--- src/rtl/cpu_pkg.sv ---
// Shared encodings for the multi-cycle controller: FSM states, ALU operation
// codes (also used by the ALU), operand/PC select codes and instruction fields.
package cpu_pkg;

  typedef enum logic [2:0] {
    S_IF  = 3'd0,
    S_ID  = 3'd1,
    S_EX  = 3'd2,
    S_MEM = 3'd3,
    S_WB  = 3'd4
  } state_e;

  localparam logic [2:0] ALU_ADD   = 3'b000;
  localparam logic [2:0] ALU_SUB   = 3'b100;
  localparam logic [2:0] ALU_AND   = 3'b001;
  localparam logic [2:0] ALU_OR    = 3'b101;
  localparam logic [2:0] ALU_XOR   = 3'b010;
  localparam logic [2:0] ALU_PASSB = 3'b110;

  localparam logic [1:0] SRCB_REG  = 2'b00;
  localparam logic [1:0] SRCB_SEXT = 2'b01;
  localparam logic [1:0] SRCB_ZEXT = 2'b10;
  localparam logic [1:0] SRCB_LUI  = 2'b11;

  localparam logic [1:0] PC_PLUS4 = 2'b00;
  localparam logic [1:0] PC_BR    = 2'b01;
  localparam logic [1:0] PC_JMP   = 2'b10;

  localparam logic [5:0] OP_RTYPE = 6'b000000;
  localparam logic [5:0] OP_ADDI  = 6'b001000;
  localparam logic [5:0] OP_ANDI  = 6'b001100;
  localparam logic [5:0] OP_ORI   = 6'b001101;
  localparam logic [5:0] OP_XORI  = 6'b001110;
  localparam logic [5:0] OP_LUI   = 6'b001111;
  localparam logic [5:0] OP_LW    = 6'b100011;
  localparam logic [5:0] OP_SW    = 6'b101011;
  localparam logic [5:0] OP_BEQ   = 6'b000100;
  localparam logic [5:0] OP_BNE   = 6'b000101;
  localparam logic [5:0] OP_J     = 6'b000010;

  localparam logic [5:0] FN_ADD = 6'b100000;
  localparam logic [5:0] FN_SUB = 6'b100010;
  localparam logic [5:0] FN_AND = 6'b100100;
  localparam logic [5:0] FN_OR  = 6'b100101;
  localparam logic [5:0] FN_XOR = 6'b100110;

  typedef enum logic [2:0] {
    CL_R   = 3'd0,
    CL_IMM = 3'd1,
    CL_LW  = 3'd2,
    CL_SW  = 3'd3,
    CL_BR  = 3'd4,
    CL_J   = 3'd5
  } iclass_e;

  typedef struct packed {
    iclass_e    cls;
    logic       bne;
    logic [2:0] alu_op;
    logic [1:0] alu_srcb;
    logic       legal;
  } dec_t;

endpackage

--- src/rtl/mc_decode.sv ---
// Combinational instruction classifier: class, ALU operation, B-operand select
// and legality from the opcode and funct fields.
module mc_decode
  import cpu_pkg::*;
(
  input  logic [31:0] instr,
  output dec_t        dec
);

  logic [5:0] op;
  logic [5:0] fn;
  logic       unused_fields;

  assign op = instr[31:26];
  assign fn = instr[5:0];
  assign unused_fields = ^instr[25:6];

  always_comb begin
    dec.cls      = CL_R;
    dec.bne      = 1'b0;
    dec.alu_op   = ALU_ADD;
    dec.alu_srcb = SRCB_REG;
    dec.legal    = 1'b1;
    case (op)
      OP_RTYPE: begin
        case (fn)
          FN_ADD:  dec.alu_op = ALU_ADD;
          FN_SUB:  dec.alu_op = ALU_SUB;
          FN_AND:  dec.alu_op = ALU_AND;
          FN_OR:   dec.alu_op = ALU_OR;
          FN_XOR:  dec.alu_op = ALU_XOR;
          default: dec.legal  = 1'b0;
        endcase
      end
      OP_ADDI: begin dec.cls = CL_IMM; dec.alu_srcb = SRCB_SEXT; end
      OP_ANDI: begin dec.cls = CL_IMM; dec.alu_op = ALU_AND;   dec.alu_srcb = SRCB_ZEXT; end
      OP_ORI:  begin dec.cls = CL_IMM; dec.alu_op = ALU_OR;    dec.alu_srcb = SRCB_ZEXT; end
      OP_XORI: begin dec.cls = CL_IMM; dec.alu_op = ALU_XOR;   dec.alu_srcb = SRCB_ZEXT; end
      OP_LUI:  begin dec.cls = CL_IMM; dec.alu_op = ALU_PASSB; dec.alu_srcb = SRCB_LUI;  end
      OP_LW:   begin dec.cls = CL_LW;  dec.alu_srcb = SRCB_SEXT; end
      OP_SW:   begin dec.cls = CL_SW;  dec.alu_srcb = SRCB_SEXT; end
      OP_BEQ:  begin dec.cls = CL_BR;  dec.alu_op = ALU_SUB; end
      OP_BNE:  begin dec.cls = CL_BR;  dec.alu_op = ALU_SUB; dec.bne = 1'b1; end
      OP_J:    dec.cls   = CL_J;
      default: dec.legal = 1'b0;
    endcase
  end

endmodule

--- src/rtl/mc_ctrl.sv ---
// Multi-cycle CPU control FSM (IF/ID/EX/MEM/WB). Outputs are decoded from the
// current state and instruction; only alu_op remembers its last EX value.
module mc_ctrl
  import cpu_pkg::*;
(
  input  logic        clk,
  input  logic        rst_n,
  input  logic [31:0] instr,
  input  logic        zero,
  input  logic        mem_rdy,
  output logic        pc_we,
  output logic [1:0]  pc_src,
  output logic        ir_we,
  output logic        iord,
  output logic        mem_re,
  output logic        mem_we,
  output logic        reg_we,
  output logic        reg_dst,
  output logic        mem_to_reg,
  output logic [1:0]  alu_srcb,
  output logic [2:0]  alu_op,
  output logic        illegal,
  output logic [2:0]  state
);

  // Memory handshake: mem_re/mem_we is the request and stays high while the
  // FSM waits in IF or MEM; the access completes in the cycle mem_rdy is high,
  // and mem_rdy is ignored in every other state.

  state_e     state_q, state_d;
  logic [2:0] alu_op_q;
  dec_t       dec;

  mc_decode u_decode (
    .instr (instr),
    .dec   (dec)
  );

  always_ff @(posedge clk) begin
    if (!rst_n) begin
      state_q  <= S_IF;
      alu_op_q <= ALU_ADD;
    end else begin
      state_q <= state_d;
      if (state_q == S_EX) alu_op_q <= dec.alu_op;
    end
  end

  always_comb begin
    state_d    = state_q;
    pc_we      = 1'b0;
    pc_src     = PC_PLUS4;
    ir_we      = 1'b0;
    iord       = 1'b0;
    mem_re     = 1'b0;
    mem_we     = 1'b0;
    reg_we     = 1'b0;
    reg_dst    = 1'b0;
    mem_to_reg = 1'b0;
    alu_srcb   = SRCB_REG;
    alu_op     = alu_op_q;
    illegal    = 1'b0;
    case (state_q)
      S_IF: begin
        mem_re = 1'b1;
        if (mem_rdy) begin
          ir_we   = 1'b1;
          pc_we   = 1'b1;
          state_d = S_ID;
        end
      end
      S_ID: begin
        if (!dec.legal) begin
          illegal = 1'b1;
          state_d = S_IF;
        end else if (dec.cls == CL_J) begin
          pc_we   = 1'b1;
          pc_src  = PC_JMP;
          state_d = S_IF;
        end else begin
          state_d = S_EX;
        end
      end
      S_EX: begin
        alu_op   = dec.alu_op;
        alu_srcb = dec.alu_srcb;
        case (dec.cls)
          CL_LW, CL_SW: state_d = S_MEM;
          CL_BR: begin
            // beq takes the branch on zero, bne on not-zero.
            if (zero ^ dec.bne) begin
              pc_we  = 1'b1;
              pc_src = PC_BR;
            end
            state_d = S_IF;
          end
          CL_R, CL_IMM: state_d = S_WB;
          default: state_d = S_IF;
        endcase
      end
      S_MEM: begin
        iord   = 1'b1;
        mem_re = (dec.cls == CL_LW);
        mem_we = (dec.cls == CL_SW);
        if (mem_rdy) state_d = (dec.cls == CL_LW) ? S_WB : S_IF;
      end
      S_WB: begin
        reg_we     = 1'b1;
        reg_dst    = (dec.cls == CL_R);
        mem_to_reg = (dec.cls == CL_LW);
        state_d    = S_IF;
      end
      default: state_d = S_IF;
    endcase
    // Reset abandons any access in flight: every request drops immediately.
    if (!rst_n) begin
      pc_we      = 1'b0;
      pc_src     = PC_PLUS4;
      ir_we      = 1'b0;
      iord       = 1'b0;
      mem_re     = 1'b0;
      mem_we     = 1'b0;
      reg_we     = 1'b0;
      reg_dst    = 1'b0;
      mem_to_reg = 1'b0;
      alu_srcb   = SRCB_REG;
      alu_op     = ALU_ADD;
      illegal    = 1'b0;
    end
  end

  assign state = state_q;

endmodule

--- config.mk ---
export PLATFORM = sky130hd
export DESIGN_NAME = mc_ctrl
export DESIGN_NICKNAME = d
export VERILOG_FILES = /design/src/rtl/cpu_pkg.sv /design/src/rtl/mc_decode.sv /design/src/rtl/mc_ctrl.sv
export SDC_FILE = /design/constraint.sdc
export NUM_CORES = 1
export LEC_CHECK = 0
export ABC_AREA = 1
export CORE_MARGIN = 4
export CORE_UTILIZATION = 32
export DETAILED_ROUTE_END_ITERATION = 10
export PLACE_DENSITY = 0.82
export SLEW_MARGIN = 0
export SYNTH_ARGS = -nofsm -noshare
export SYNTH_HDL_FRONTEND = slang
export SYNTH_SLANG_ARGS = --single-unit
--- constraint.sdc ---
create_clock -name clk -period 1.75 [get_ports clk]
set_input_delay 0.35 -clock clk [delete_from_list [all_inputs] [get_ports clk]]
set_output_delay 0.35 -clock clk [all_outputs]
set_load 0.05 [all_outputs]
==> impl_metrics.toml, run 1 <==
[run_status]
outcome = "stopped before the end"
lastStage = "global routing"
error = "[ERROR GRT-0232] Routing congestion too high. Check the congestion heatmap in the GUI."

[logic_synthesis]
synth_xor_area_share_pct = 1.31
synth_fa_ha_area_share_pct = 0
ys_seq_elements = 6
yosysUniqueCellTypes = 21
synth-compound-area-share_pct = 8.97
ys_top_cells_by_area = "dfxtp_1, inv_1, nor2_1"
synth_edf_count = 0
syn_nets = 158
syn_area_um2 = 669
syn_inst = 122
synthArstFlopShare_pct = 0
avgSynthCellArea_um2 = 5.49
synth_commonest_cells = "inv_1, nor2_1, nand2_1"
ys_warn_count = 0
synth_simple_gate_area_share_pct = 56.1
yosysTopAreaCellShare_pct = 17.9
ys_seq_area_share_pct = 17.9
muxShareOfSynthArea_pct = 0
post-synth-top-count-cell = "inv_1"
synth_ff_type = "dfxtp_1"
synth_top_area_cell = "dfxtp_1"
synth_top_family_by_area = "simple AND/OR/NAND/NOR gates"

[timing]
worstEndpointGrtRepair = "pc_we"
worstEpCategory = "primary output"

[floorplan]
die_x_um = 53.7
start_util_pct = 33.8
rows = 16
die_h_um = 53.7
ios = 55

[placement]
gp_congestion = 0.884
port_buffers = 34
hpwl_um = 2210
dp_cells = 208

[grt]
overflow = 13
groute.usage.overall_pct = 64.8
grt_max_degree = 8

[cts]
cts-root-buf = "clkbuf_4"
clock-sinks = 6
htreeDepth = 1
ctsHoldBuffers = 0
cts_buffers = 3
cts_max_path_buffers = 2
-- through the flow --
stage / setup slack (ps) / hold slack [ps] / setup TNS, ps / area, um^2 / utilization (%)
after floorplan: -300 / 447 / -696 / 787 / -
after global placement: -545 / 483 / -6150 / 1510 / 75.9
after detailed placement: -692 / 484 / -7410 / 1510 / 75.9
after CTS: -219 / 492 / -1080 / 1730 / 87.4
-- layer usage --
layer	track usage, %	GRT overflow
met1	62.3	0
met2	81.5	4
met3	47.9	0
met4	74.0	9
met5	6.25	0
-- cells by family after synthesis --
family,Yosys count
AO/OA/AOI/OAI,10
XOR/XNOR,1
buffers and inverters,28
flip-flops,6
AND/OR/NAND/NOR,77
-- repair_timing --
action,4_1_cts
setup endpoints to repair,18
pin swaps,24
gates resized for setup,98
buffers inserted,8
==> run 2, diff against run 1 <==
Settings changed: CORE_AREA set to 4 4 65 67, CORE_MARGIN 4 to not set, CORE_UTILIZATION 32 to not set, DIE_AREA set to 0 0 69 71, PLACE_DENSITY 0.82 to not set, PLACE_DENSITY_LB_ADDON set to 0.15.
==> run 2 against run 1 <==
Against the previous run: the flow now finishes, with violations (setup timing); area after synthesis did not move; synthesized cell count did not move.
==> impl_metrics.toml, run 2 <==
[layout]
final_cell_mix = "buf_4, buf_6, buf_12, nor2_4"
syn_to_final_growth_pct = 202
nNetsFinal = 242
antennaDiodeCount = 0
fin_area_um2 = 2020
final_common_cell = "buf_4"
drive_gt1_share_pct = 75.6
fill_cells = 335

[placement]
port_buffers = 34
place_ws_ps = -599
placed_area_um2 = 1550
hpwl_um = 2010
gp_congestion = 0.804

[pwr]
p_per_area_nw_per_um2 = 334
p_leak_nw = 0.903
switching_share_pct = 35.2
power.share.clock_pct = 33.7
seq_power_share_pct = 21.7
comb_power_share_pct = 44.7
ir_drop_uv = 220
p_int_uw = 439
finalPower_uw = 676
p_sw_uw = 238

[logic_synthesis]
synth_commonest_cells = "inv_1, nor2_1, nand2_1"
syn_inst = 122
syn_area_um2 = 669
syn_nets = 158
post-synth-top-count-cell = "inv_1"
ys_seq_area_share_pct = 17.9
ys_warn_count = 0
synth_ff_type = "dfxtp_1"
yosysTopAreaCellShare_pct = 17.9
synth_top_area_cell = "dfxtp_1"
ys_seq_elements = 6
yosysUniqueCellTypes = 21
synth_edf_count = 0
synthArstFlopShare_pct = 0
ys_top_cells_by_area = "dfxtp_1, inv_1, nor2_1"
avgSynthCellArea_um2 = 5.49

[timing]
max_freq_ghz = 0.519
maxSlewHeadroom_pct = 80.7
finalSetupViolations = 10
worst_pin_slew_ps = 286
hold_viol = 0
layout_min_cycle_time_ps = 1930
rsz0062_at_grt = "true"
period_share_pct = 110
setup_tns_ps = -837
slew_violations = 0
setup_slack_ps = -175
skew_ps = 7.19

[floorplan]
core_region_area_um2 = 3630
start_util_pct = 18.4
die_h_um = 71
ios = 55
die_x_um = 69
die_area_um2 = 4900
rows = 22

[worst_setup_path]
critPathKind = "in2out"
cp_slowest_cell = "nor2_4"
crit_family = "simple AND/OR/NAND/NOR gates"
critPathMaxFanout = 5
critical_path.startpoint_type = "input port"
r2r_end = "state[0]"
rrSetupSlack_ps = 430
crit_cells = 10
crit_path_cell_trace = "buf_8 -> nor2_4 -> nand3_2 -> nor2_1 -> nand2_2 -> nand3_4 -> nand3_4 -> buf_6 -> nor2_4 -> buf_12"
cp.arrival_ps = 1580
worstPathRequired_ps = 1400
max_stage_delay_ps = 200
end_kind = "output port"
regToRegStartpoint = "state[2]"
ff2ff_path_depth = 6
worst-path-buf-inv = 3

[routing]
vias = 1068
avgViaCountPerCell = 4.22
avgRoutedWirePerCell_um = 11.3
drtIter0Drc = 11
postRouteAntennaNets = 0
wl_um = 2850
route.detailed.drc = 0
drt-pass1-iter-count = 4

[grt]
groute.usage.overall_pct = 11.7
grt_pass1_vias = 1092
antenna_found_initial = 0
grt_max_degree = 9
overflow = 0
grt_pass1_wl_um = 4760

[cts]
htreeDepth = 1
cts_buffers = 3
cts-root-buf = "clkbuf_8"
clock-sinks = 6
cts_tree = "built"
cts_max_path_buffers = 2
clkTransAtPathRegs_ps = 40
clk_latency_ps = 230

[min_path]
min_from = "alu_op_q[1]"
holdPathEnd = "alu_op_q[1]"
hp-class = "reg2reg"
whs_path_depth = 2

[run_status]
outcome = "finished with violations"
violations = "setup timing"

[flow_run]
max-cap-violations = 0
[run 2: cell counts after synthesis]
No cell type changed its count.
[run 2: worst max-delay path by stage]
stage	startpoint	endpoint	slack, ps
final	instr[30]	pc_src[1]	-180
after global routing	instr[30]	pc_src[1]	-250
after CTS	instr[31]	pc_src[1]	-160
after detailed placement	instr[30]	pc_we	-600
after global placement	instr[30]	pc_we	-580
after floorplan	state[1]	reg_dst	-300
[run 2: repair_timing]
item	in CTS	in global routing
setup buffers	14	5
pin swaps	27	25
setup endpoints to repair	16	15
gates resized for setup	92	53
hold buffers	0	0
gates cloned	0	0
[run 2: worst register-to-register path: cells and delay by family (launching register included)]
kind                   cells  cell delay [ps]
flip-flops                 1              380
AND/OR/NAND/NOR            2              330
buffers and inverters      2              260
AO/OA/AOI/OAI              2              280
[run 2: routing by layer]
metal  track usage (%)  vias to the layer above  routed length (um)
li1                  -                      554                   -
met1              13.0                      486                1150
met2              20.9                       23                1530
met3              4.26                        5                 149
met4              3.69                        0                  25
met5                 0                        -                   0
[run 2: cell type report]
cell class,count,area (um^2),area share (%)
timing repair buffer,80,881,43.6
multi-input combinational,88,787,38.9
sequential,6,131,6.50
inverter,27,118,5.82
tap,48,60.1,2.97
clock buffer,4,45.0,2.23
[run 2: stage by stage]
stage          std cells  hold slack [ps]  util (%)
2_1_floorplan        122              447         -
3_3_place_gp         232              494      42.8
3_5_place_dp         232              493      42.8
4_1_cts              249              499      50.9
5_1_grt              253              529      55.6
6_report             253              507      55.6
[run 2: cell families (layout without fill, tap and decap cells)]
kind of cell	count (synthesis)	after routing	share of synthesized area, %
and+or+nand+nor	77	77	56.1
DFF	6	6	17.9
buffers and inverters	28	111	15.7
AOI/OAI and AO/OA	10	10	8.97
xor gates and xnor gates	1	1	1.31
[run 2: power groups by stage]
stage / Combinational (mW) / Sequential, mW / Clock [mW]
after floorplan: 0.0959 / 0.155 / 0
after global placement: 0.232 / 0.146 / 0
after detailed placement: 0.232 / 0.146 / 0
after CTS: 0.274 / 0.144 / 0.234
after global routing: 0.323 / 0.147 / 0.241
final: 0.302 / 0.146 / 0.228
Note: power is estimated with default switching activity, not from simulation.
